[config.mk]
export PLATFORM = sky130hd
export DESIGN_NAME = quad_speed
export DESIGN_NICKNAME = d
export VERILOG_FILES = /design/src/rtl/quad_speed.sv
export SDC_FILE = /design/constraint.sdc
export NUM_CORES = 1
export LEC_CHECK = 0
export BUFFER_PORTS_ARGS = -buffer_cell sky130_fd_sc_hd__clkbuf_2
export CORE_MARGIN = 8
export CORE_UTILIZATION = 42
export DETAILED_ROUTE_END_ITERATION = 12
export PLACE_DENSITY_LB_ADDON = 0.12
export SLEW_MARGIN = 20
export SYNTH_ARGS = -nofsm -noshare
export SYNTH_HDL_FRONTEND = slang
export SYNTH_SLANG_ARGS = --single-unit
[constraint.sdc]
create_clock -name clk -period 3.7 [get_ports clk]
set_clock_uncertainty 0.1 [all_clocks]
set_input_delay 0.185 -clock clk [delete_from_list [all_inputs] [get_ports clk]]
set_output_delay 0.185 -clock clk [all_outputs]
set_load 0.02 [all_outputs]
[src/rtl/quad_speed.sv]
// -----------------------------------------------------------------------------
// quad_speed
//   Quadrature encoder speed meter. The A/B channels are synchronized and
//   decoded into +1/-1 steps. The steps are summed in a saturating signed
//   accumulator over a free-running window of 2^WINDOW_BITS clk cycles. At the
//   end of each window the sum is clamped to [-127,+127] and registered as
//   measuredSpeed. An illegal A/B jump (both bits changing at once) is counted
//   as 0 and reported on glitch for the whole following window.
//
// Ports
//   clk            in   system clock, all state changes on its rising edge
//   reset_n        in   asynchronous active-low reset
//   encA, encB     in   quadrature channels, asynchronous to clk
//   measuredSpeed  out  signed ticks per window, clamped to [-127,+127]
//   speedValid     out  one-cycle pulse when measuredSpeed updates
//   glitch         out  previous window contained an illegal transition
// -----------------------------------------------------------------------------
module quad_speed #(
    parameter int WINDOW_BITS = 20,
    parameter int ACC_BITS    = 16
) (
    input  logic              clk,
    input  logic              reset_n,
    input  logic              encA,
    input  logic              encB,
    output logic signed [7:0] measuredSpeed,
    output logic              speedValid,
    output logic              glitch
);

    // Symmetric saturation limits; the most negative code is never used.
    localparam logic signed [ACC_BITS-1:0] ACC_MAX  = {1'b0, {(ACC_BITS-1){1'b1}}};
    localparam logic signed [ACC_BITS-1:0] ACC_MIN  = -ACC_MAX;
    localparam logic signed [ACC_BITS-1:0] ACC_ONE  = ACC_BITS'(1);
    localparam logic signed [ACC_BITS-1:0] CLAMP_HI = ACC_BITS'(127);
    localparam logic signed [ACC_BITS-1:0] CLAMP_LO = -CLAMP_HI;

    logic                       r_a_meta;
    logic                       r_a_sync;
    logic                       r_b_meta;
    logic                       r_b_sync;
    logic [1:0]                 r_prev_ab;
    logic                       r_primed;
    logic signed [ACC_BITS-1:0] r_acc;
    logic [WINDOW_BITS-1:0]     r_win;
    logic                       r_glitch_seen;

    logic [1:0]                 w_cur_ab;
    logic                       w_inc;
    logic                       w_dec;
    logic                       w_illegal;
    logic                       w_eow;
    logic signed [ACC_BITS-1:0] w_acc_next;
    logic signed [7:0]          w_speed_clamped;

    assign w_cur_ab = {r_a_sync, r_b_sync};
    assign w_eow    = &r_win;

    // {prev, cur} decode. Nothing is counted until prevAB holds a real sample.
    always_comb begin
        w_inc     = 1'b0;
        w_dec     = 1'b0;
        w_illegal = 1'b0;
        if (r_primed) begin
            case ({r_prev_ab, w_cur_ab})
                4'b0010, 4'b1011, 4'b1101, 4'b0100: w_inc     = 1'b1;
                4'b0001, 4'b0111, 4'b1110, 4'b1000: w_dec     = 1'b1;
                4'b0011, 4'b1100, 4'b0110, 4'b1001: w_illegal = 1'b1;
                default: ;
            endcase
        end
    end

    always_comb begin
        w_acc_next = r_acc;
        if (w_inc && (r_acc != ACC_MAX)) begin
            w_acc_next = r_acc + ACC_ONE;
        end else if (w_dec && (r_acc != ACC_MIN)) begin
            w_acc_next = r_acc - ACC_ONE;
        end
    end

    always_comb begin
        w_speed_clamped = w_acc_next[7:0];
        if (w_acc_next > CLAMP_HI) begin
            w_speed_clamped = 8'sd127;
        end else if (w_acc_next < CLAMP_LO) begin
            w_speed_clamped = -8'sd127;
        end
    end

    always_ff @(posedge clk or negedge reset_n) begin
        if (!reset_n) begin
            r_a_meta      <= 1'b0;
            r_a_sync      <= 1'b0;
            r_b_meta      <= 1'b0;
            r_b_sync      <= 1'b0;
            r_prev_ab     <= 2'b00;
            r_primed      <= 1'b0;
            r_acc         <= '0;
            r_win         <= '0;
            r_glitch_seen <= 1'b0;
            measuredSpeed <= '0;
            speedValid    <= 1'b0;
            glitch        <= 1'b0;
        end else begin
            r_a_meta   <= encA;
            r_a_sync   <= r_a_meta;
            r_b_meta   <= encB;
            r_b_sync   <= r_b_meta;
            r_prev_ab  <= w_cur_ab;
            r_primed   <= 1'b1;
            r_win      <= r_win + WINDOW_BITS'(1);
            speedValid <= w_eow;
            if (w_eow) begin
                // Boundary-cycle step belongs to the closing window only.
                measuredSpeed <= w_speed_clamped;
                glitch        <= r_glitch_seen | w_illegal;
                r_glitch_seen <= 1'b0;
                r_acc         <= '0;
            end else begin
                r_acc         <= w_acc_next;
                r_glitch_seen <= r_glitch_seen | w_illegal;
            end
        end
    end

endmodule

==> impl_metrics.yaml, run 1 <==
synthesis:
  synthArstFlopShare: 1.00
  synth_fp_nets: 285
  ys_warn_count: 0
  synthFlopType: "dfrtp_1"
  synthCells: 277
  yosysSeqAreaShare: 0.477
  synth_area_per_cell_um2: 10.2
  yosysUniqueCellTypes: 62
  netlist_area_um2: 2840
  synth-edff-count: 0
  ys_seq_elements: 54
worst_setup_path:
  crit_type: "reg -> reg"
  critical_path.max_fanout: 6
  arrival_ns: 3.37
  cp-start-kind: "flip-flop"
  cp.required_ns: 3.84
  worstReg2RegStart: "r_acc[1]"
  worstSetupEndpointType: "flip-flop"
  ff2ff_setup_slack_ns: 0.47
  rr_worst_depth: 11
  r2r_end: "measuredSpeed[4]"
timing:
  max_slew_margin: 0.451
  final_hold_viol_count: 0
  tightest_slew_ns: 0.823
  rsz0062_at_grt: "false"
  min_period_ns: 3.23
  setup_viol: 0
  period_share: 0.872
  fin_hold_ws_ns: 0.255
  maxSlewViolCount: 0
  fmax_mhz: 310
  tns_ns: 0
cells_and_area:
  area_delta_synth_final_pct: 8.43
  antennaDiodeCount: 0
  nets: 304
  drive_gt1_frac: 0.139
  final_common_cell: "dfrtp_1"
  layout_common_cells: "dfrtp_1 (54), nor2_1 (36), nand2_1 (23)"
global_route:
  track_usage: 0.130
  grt_pass1_vias: 2077
  antenna_found_initial: 0
  grt-ovfl-total: 0
  grt_max_degree: 35
  grt_pass1_wl_um: 10100
clock_network:
  cts.sinks: 54
  postCtsHoldBufs: 3
  cts_resized: 0
  root_buffer: "clkbuf_8"
  clockBufferDepth: 2
  post_cts_buffers: 0
  path_clk_slew_ns: 0.09
  cts_max_level: 2
  cts_tree: "built"
  numCtsBuffers: 5
  worstSkewPairLatency_ns: 0.30
drt:
  num_vias: 2076
  wl_um: 5880
  viasPerCell: 5.52
  dr.pass1.iters: 4
  routedWlPerCell_um: 15.6
  dr.first_iter.drc_count: 88
  drc: 0
  ant_nets: 0
placement:
  io_buffers: 13
  dpl.hpwl_um: 4400
  place.gp.congestion: 0.875
floorplan:
  die_h_um: 98.2
  die_x_um: 98.2
  rows: 30
  ios: 14
  die_area_um2: 9640
  initial_core_util: 0.424
  design.core.area_um2: 6680
worst_hold_path:
  hold_depth: 0
  hold_end: "r_b_sync"
  hp-class: "reg -> reg"
  worstHoldStart: "r_b_meta"
pwr:
  power_frac_seq: 0.509
  switchingPower_uw: 623
  clkPwrFrac: 0.194
  internal_power_uw: 974
  leakage_uw: 0.00133
  switching_share: 0.390
  combPwrFrac: 0.298
  ir_drop_mv: 0.238
  powerDensity_nw_per_um2: 519
run_status:
  status: "completed"
flow_run:
  cap_violations: 0
[routing by layer]
metal / wire length [µm] / vias up / share of wire / track usage
met5: 0 / - / 0 / 0
met1: 2770 / 1016 / 0.47 / 0.165
met4: 111 / 0 / 0.019 / 0.0519
li1: - / 1013 / - / -
met2: 2830 / 35 / 0.48 / 0.210
met3: 173 / 12 / 0.029 / 0.0270
[worst max-delay path, stage by stage, from the launching register on]
cell and delay (ns):
dfrtp_1 0.46, inv_1 0.17, ha_1 0.18, nor3b_1 0.41
nand2_1 0.11, nor3_1 0.23, o22ai_1 0.17, xor2_1 0.22
or4_1 0.54, nor3_2 0.21, o21a_2 0.22, a22o_1 0.15
[metrics by stage]
step	instance area, µm²	total power (µW)	cells	util	setup slack [ns]
after floorplan	2840	1200	277	-	0.775
after global placement	2970	1290	366	0.444	0.544
after detailed placement	2970	1290	366	0.444	0.535
after CTS	3070	1600	376	0.460	0.511
after global routing	3070	1700	376	0.460	0.187
final	3070	1600	376	0.460	0.472
[worst max path at each step]
stage,from,to,slack [ns],depth (start not counted)
2_1_floorplan,r_acc[6],measuredSpeed[1],0.77,10
3_3_place_gp,r_acc[6],measuredSpeed[2],0.54,10
3_5_place_dp,r_acc[6],measuredSpeed[4],0.53,10
4_1_cts,r_acc[6],measuredSpeed[2],0.51,10
5_1_grt,r_acc[0],measuredSpeed[4],0.19,11
6_report,r_acc[1],measuredSpeed[4],0.47,11
[power by group through the flow]
stage | registers, µW | clock network [µW] | logic, µW
2_1_floorplan | 744 | 0 | 456
3_3_place_gp | 819 | 0 | 475
3_5_place_dp | 822 | 0 | 468
4_1_cts | 809 | 319 | 475
5_1_grt | 828 | 347 | 527
6_report | 812 | 309 | 475
[cell usage after synthesis (2+ instances only)]
library cell | instances | area share
o21ai_0 | 7 | 0.012
a22o_1 | 7 | 0.022
a22oi_1 | 2 | 0.0053
nand2_1 | 23 | 0.030
or2_2 | 2 | 0.0044
clkbuf_1 | 2 | 0.0026
nor2_1 | 36 | 0.048
dfrtp_1 | 54 | 0.48
a21oi_1 | 2 | 0.0035
nor3_1 | 8 | 0.014
and3_1 | 5 | 0.011
nand4_1 | 8 | 0.018
a32oi_1 | 2 | 0.0062
a31oi_1 | 3 | 0.0066
o2bb2ai_1 | 3 | 0.0093
a211oi_1 | 2 | 0.0053
nand3_1 | 14 | 0.025
xor2_1 | 18 | 0.056
inv_1 | 9 | 0.012
nand3_2 | 2 | 0.0071
xnor2_1 | 18 | 0.056
or3_1 | 2 | 0.0044
and4_1 | 2 | 0.0062
ha_1 | 4 | 0.018
nor4_1 | 5 | 0.011
[state kept, by name, summed over array words and instances, names as in the netlist]
| signal | flops |
|---|---|
| r_a_meta | 1 |
| r_win | 20 |
| r_a_sync | 1 |
| glitch | 1 |
| r_b_sync | 1 |
| measuredSpeed | 8 |
| r_acc | 16 |
| r_primed | 1 |
| r_prev_ab | 2 |
| r_b_meta | 1 |
| r_glitch_seen | 1 |
| speedValid | 1 |
[cells by family (layout without fill, tap and decap cells)]
kind of cell	Yosys count	in the layout	synth area share
and+or+nand+nor	121	121	0.231
DFF	54	54	0.477
AOI/OAI and AO/OA	41	41	0.113
xor gates and xnor gates	38	38	0.123
buffers and inverters	17	36	0.0349
adders and majority gates	4	4	0.0177
other	1	1	0.00132
muxes	1	1	0.00353
[cell type report]
type,instances,area (µm²)
Tap cell,80,100
Timing Repair Buffer,20,125
Clock buffer,5,68.8
Fill cell,642,3610
Clock inverter,2,10.0
Multi-Input combinational cell,206,1390
Sequential cell,54,1350
Inverter,9,33.8
No activity file was read; power rests on OpenSTA's default activity.
==> run 2, diff against run 1 <==
Clock period 3.7 ns to 3.5 ns, I/O delays scaled along.
==> run 2 against run 1 <==
Against the previous run:
- worst hold slack gained 0.0057 ns
- worst setup slack lost 0.21 ns
- via count grew 0.67%
- fmax shrank 0.44%
- cell count grew 0.53%
- first-iteration DRC count shrank 5.7%
- clock power grew 14%
- critical endpoint is now measuredSpeed[1]
- largest cell class unchanged
==> impl_metrics.yaml, run 2 (synthesis gave the netlist of run 1 again) <==
drt:
  num_vias: 2090
  wl_um: 6070
  ant_nets: 0
  routedWlPerCell_um: 16.1
  dr.first_iter.drc_count: 83
  viasPerCell: 5.53
  drc: 0
  dr.pass1.iters: 4
cells_and_area:
  ff_latch_area_um2: 1350
  layout_common_cells: "dfrtp_1 (54), nor2_1 (36), nand2_1 (23)"
  largest_register_ffs: 20
  reg_top3: "r_win x20, r_acc x16, measuredSpeed x8"
  nets: 305
  design_area_um2: 3100
  multi_input_comb_area_um2: 1390
  regMostFlops: "r_win"
  antennaDiodeCount: 0
  fill_cells: 665
  utilization: 0.463
  area_delta_synth_final_pct: 9.18
  drive_gt1_frac: 0.144
  final_common_cell: "dfrtp_1"
pwr:
  powerDensity_nw_per_um2: 557
  leakage_uw: 0.00133
  ir_drop_mv: 0.166
  p_total_uw: 1720
placement:
  place.gp.congestion: 0.919
  io_buffers: 13
  place_ws_ns: 0.319
  place_area_um2: 2970
  dpl.hpwl_um: 4570
global_route:
  grt_pass1_wl_um: 10700
  grt_pass1_vias: 2079
  antenna_found_initial: 0
  track_usage: 0.135
  grt-ovfl-total: 0
  grt_max_degree: 38
timing:
  period_share: 0.926
  final_hold_viol_count: 0
  maxSlewViolCount: 0
  fmax_mhz: 308
  rsz0062_at_grt: "false"
  tns_ns: 0
  tightest_slew_ns: 0.893
  setup_viol: 0
  worst_slack_ns: 0.258
  max_slew_margin: 0.405
  min_period_ns: 3.24
worst_setup_path:
  crit_type: "reg -> reg"
  cp-start-kind: "flip-flop"
  rr_worst_depth: 10
  crit_path_max_incr_delay_ns: 0.59
  worstSetupEndpointType: "flip-flop"
  critPathSlowestCell: "or4_4"
  cp.required_ns: 3.60
  critical_path.max_fanout: 9
  arrival_ns: 3.34
  crit_chain: "or4_4 > nor4b_4 > nor4b_1 > buf_4 > o2bb2ai_1 > xnor2_2 > nand3_2 > o31ai_4 > nand2_1 > a22o_1"
  ff2ff_setup_slack_ns: 0.26
  worstReg2RegStart: "r_acc[6]"
  r2r_end: "measuredSpeed[1]"
floorplan:
  rows: 30
  die_x_um: 98.2
  ios: 14
  die_h_um: 98.2
  design.core.area_um2: 6680
  initial_core_util: 0.424
  die_area_um2: 9640
worst_hold_path:
  hold_end: "r_b_sync"
  hp-class: "reg -> reg"
  worstHoldStart: "r_b_meta"
  hold_depth: 0
clock_network:
  cts_max_level: 2
  worstSkewPairLatency_ns: 0.31
  cts_resized: 0
  clockBufferDepth: 2
  numCtsBuffers: 5
  post_cts_buffers: 0
  cts.sinks: 54
  root_buffer: "clkbuf_8"
  cts_tree: "built"
  path_clk_slew_ns: 0.11
run_status:
  status: "completed"
flow_run:
  cap_violations: 0
==> run 2: final cells by class <==
type,instances,area share
timing repair buffer,21,0.0428
clock buffer,5,0.0222
tap,80,0.0323
clock inverter,3,0.00768
inverter,9,0.0109
sequential,54,0.437
multi-input combinational,206,0.447
==> run 2: per-stage QoR <==
step | hold slack (ns) | std cells
floorplan | -0.221 | 277
global placement | 0.186 | 367
detailed placement | 0.185 | 367
CTS | 0.264 | 378
global route | 0.269 | 378
finish | 0.261 | 378
==> run 2: worst max path at each step <==
stage | from | end | slack (ns) | depth (start not counted)
global route | r_acc[1] | measuredSpeed[2] | 0.05 | 11
finish | r_acc[6] | measuredSpeed[1] | 0.26 | 10
floorplan | r_acc[6] | measuredSpeed[1] | 0.57 | 10
global placement | r_acc[1] | measuredSpeed[1] | 0.36 | 11
CTS | r_acc[6] | measuredSpeed[1] | 0.28 | 10
detailed placement | r_acc[6] | measuredSpeed[1] | 0.32 | 10
==> run 2: worst max-delay path, delay by kind of cell (launching register included) <==
family | cells | cell delay [ns]
AO/OA/AOI/OAI | 3 | 0.72
XOR/XNOR | 1 | 0.29
buffers and inverters | 1 | 0.16
flip-flops | 1 | 0.49
AND/OR/NAND/NOR | 5 | 1.36
==> run 2: routing by layer <==
metal  vias up  global-route usage  routed length (µm)
li1       1019                   -                   -
met1      1027               0.178                2850
met2        35               0.217                2960
met3         9              0.0235                 174
met4         0              0.0460                  92
met5         -                   0                   0
==> run 2: repair_timing <==
item	4_1_cts	5_1_grt
endpoints found under the setup margin	0	0
hold buffers	3	0
hold endpoints to repair	38	0
==> run 2: power breakdown <==
| group | total, µW | internal, µW | switching, µW |
|---|---|---|---|
| Combinational | 513 | 198 | 315 |
| Clock | 353 | 143 | 209 |
| Sequential | 858 | 705 | 153 |
| Total | 1720 | 1050 | 677 |
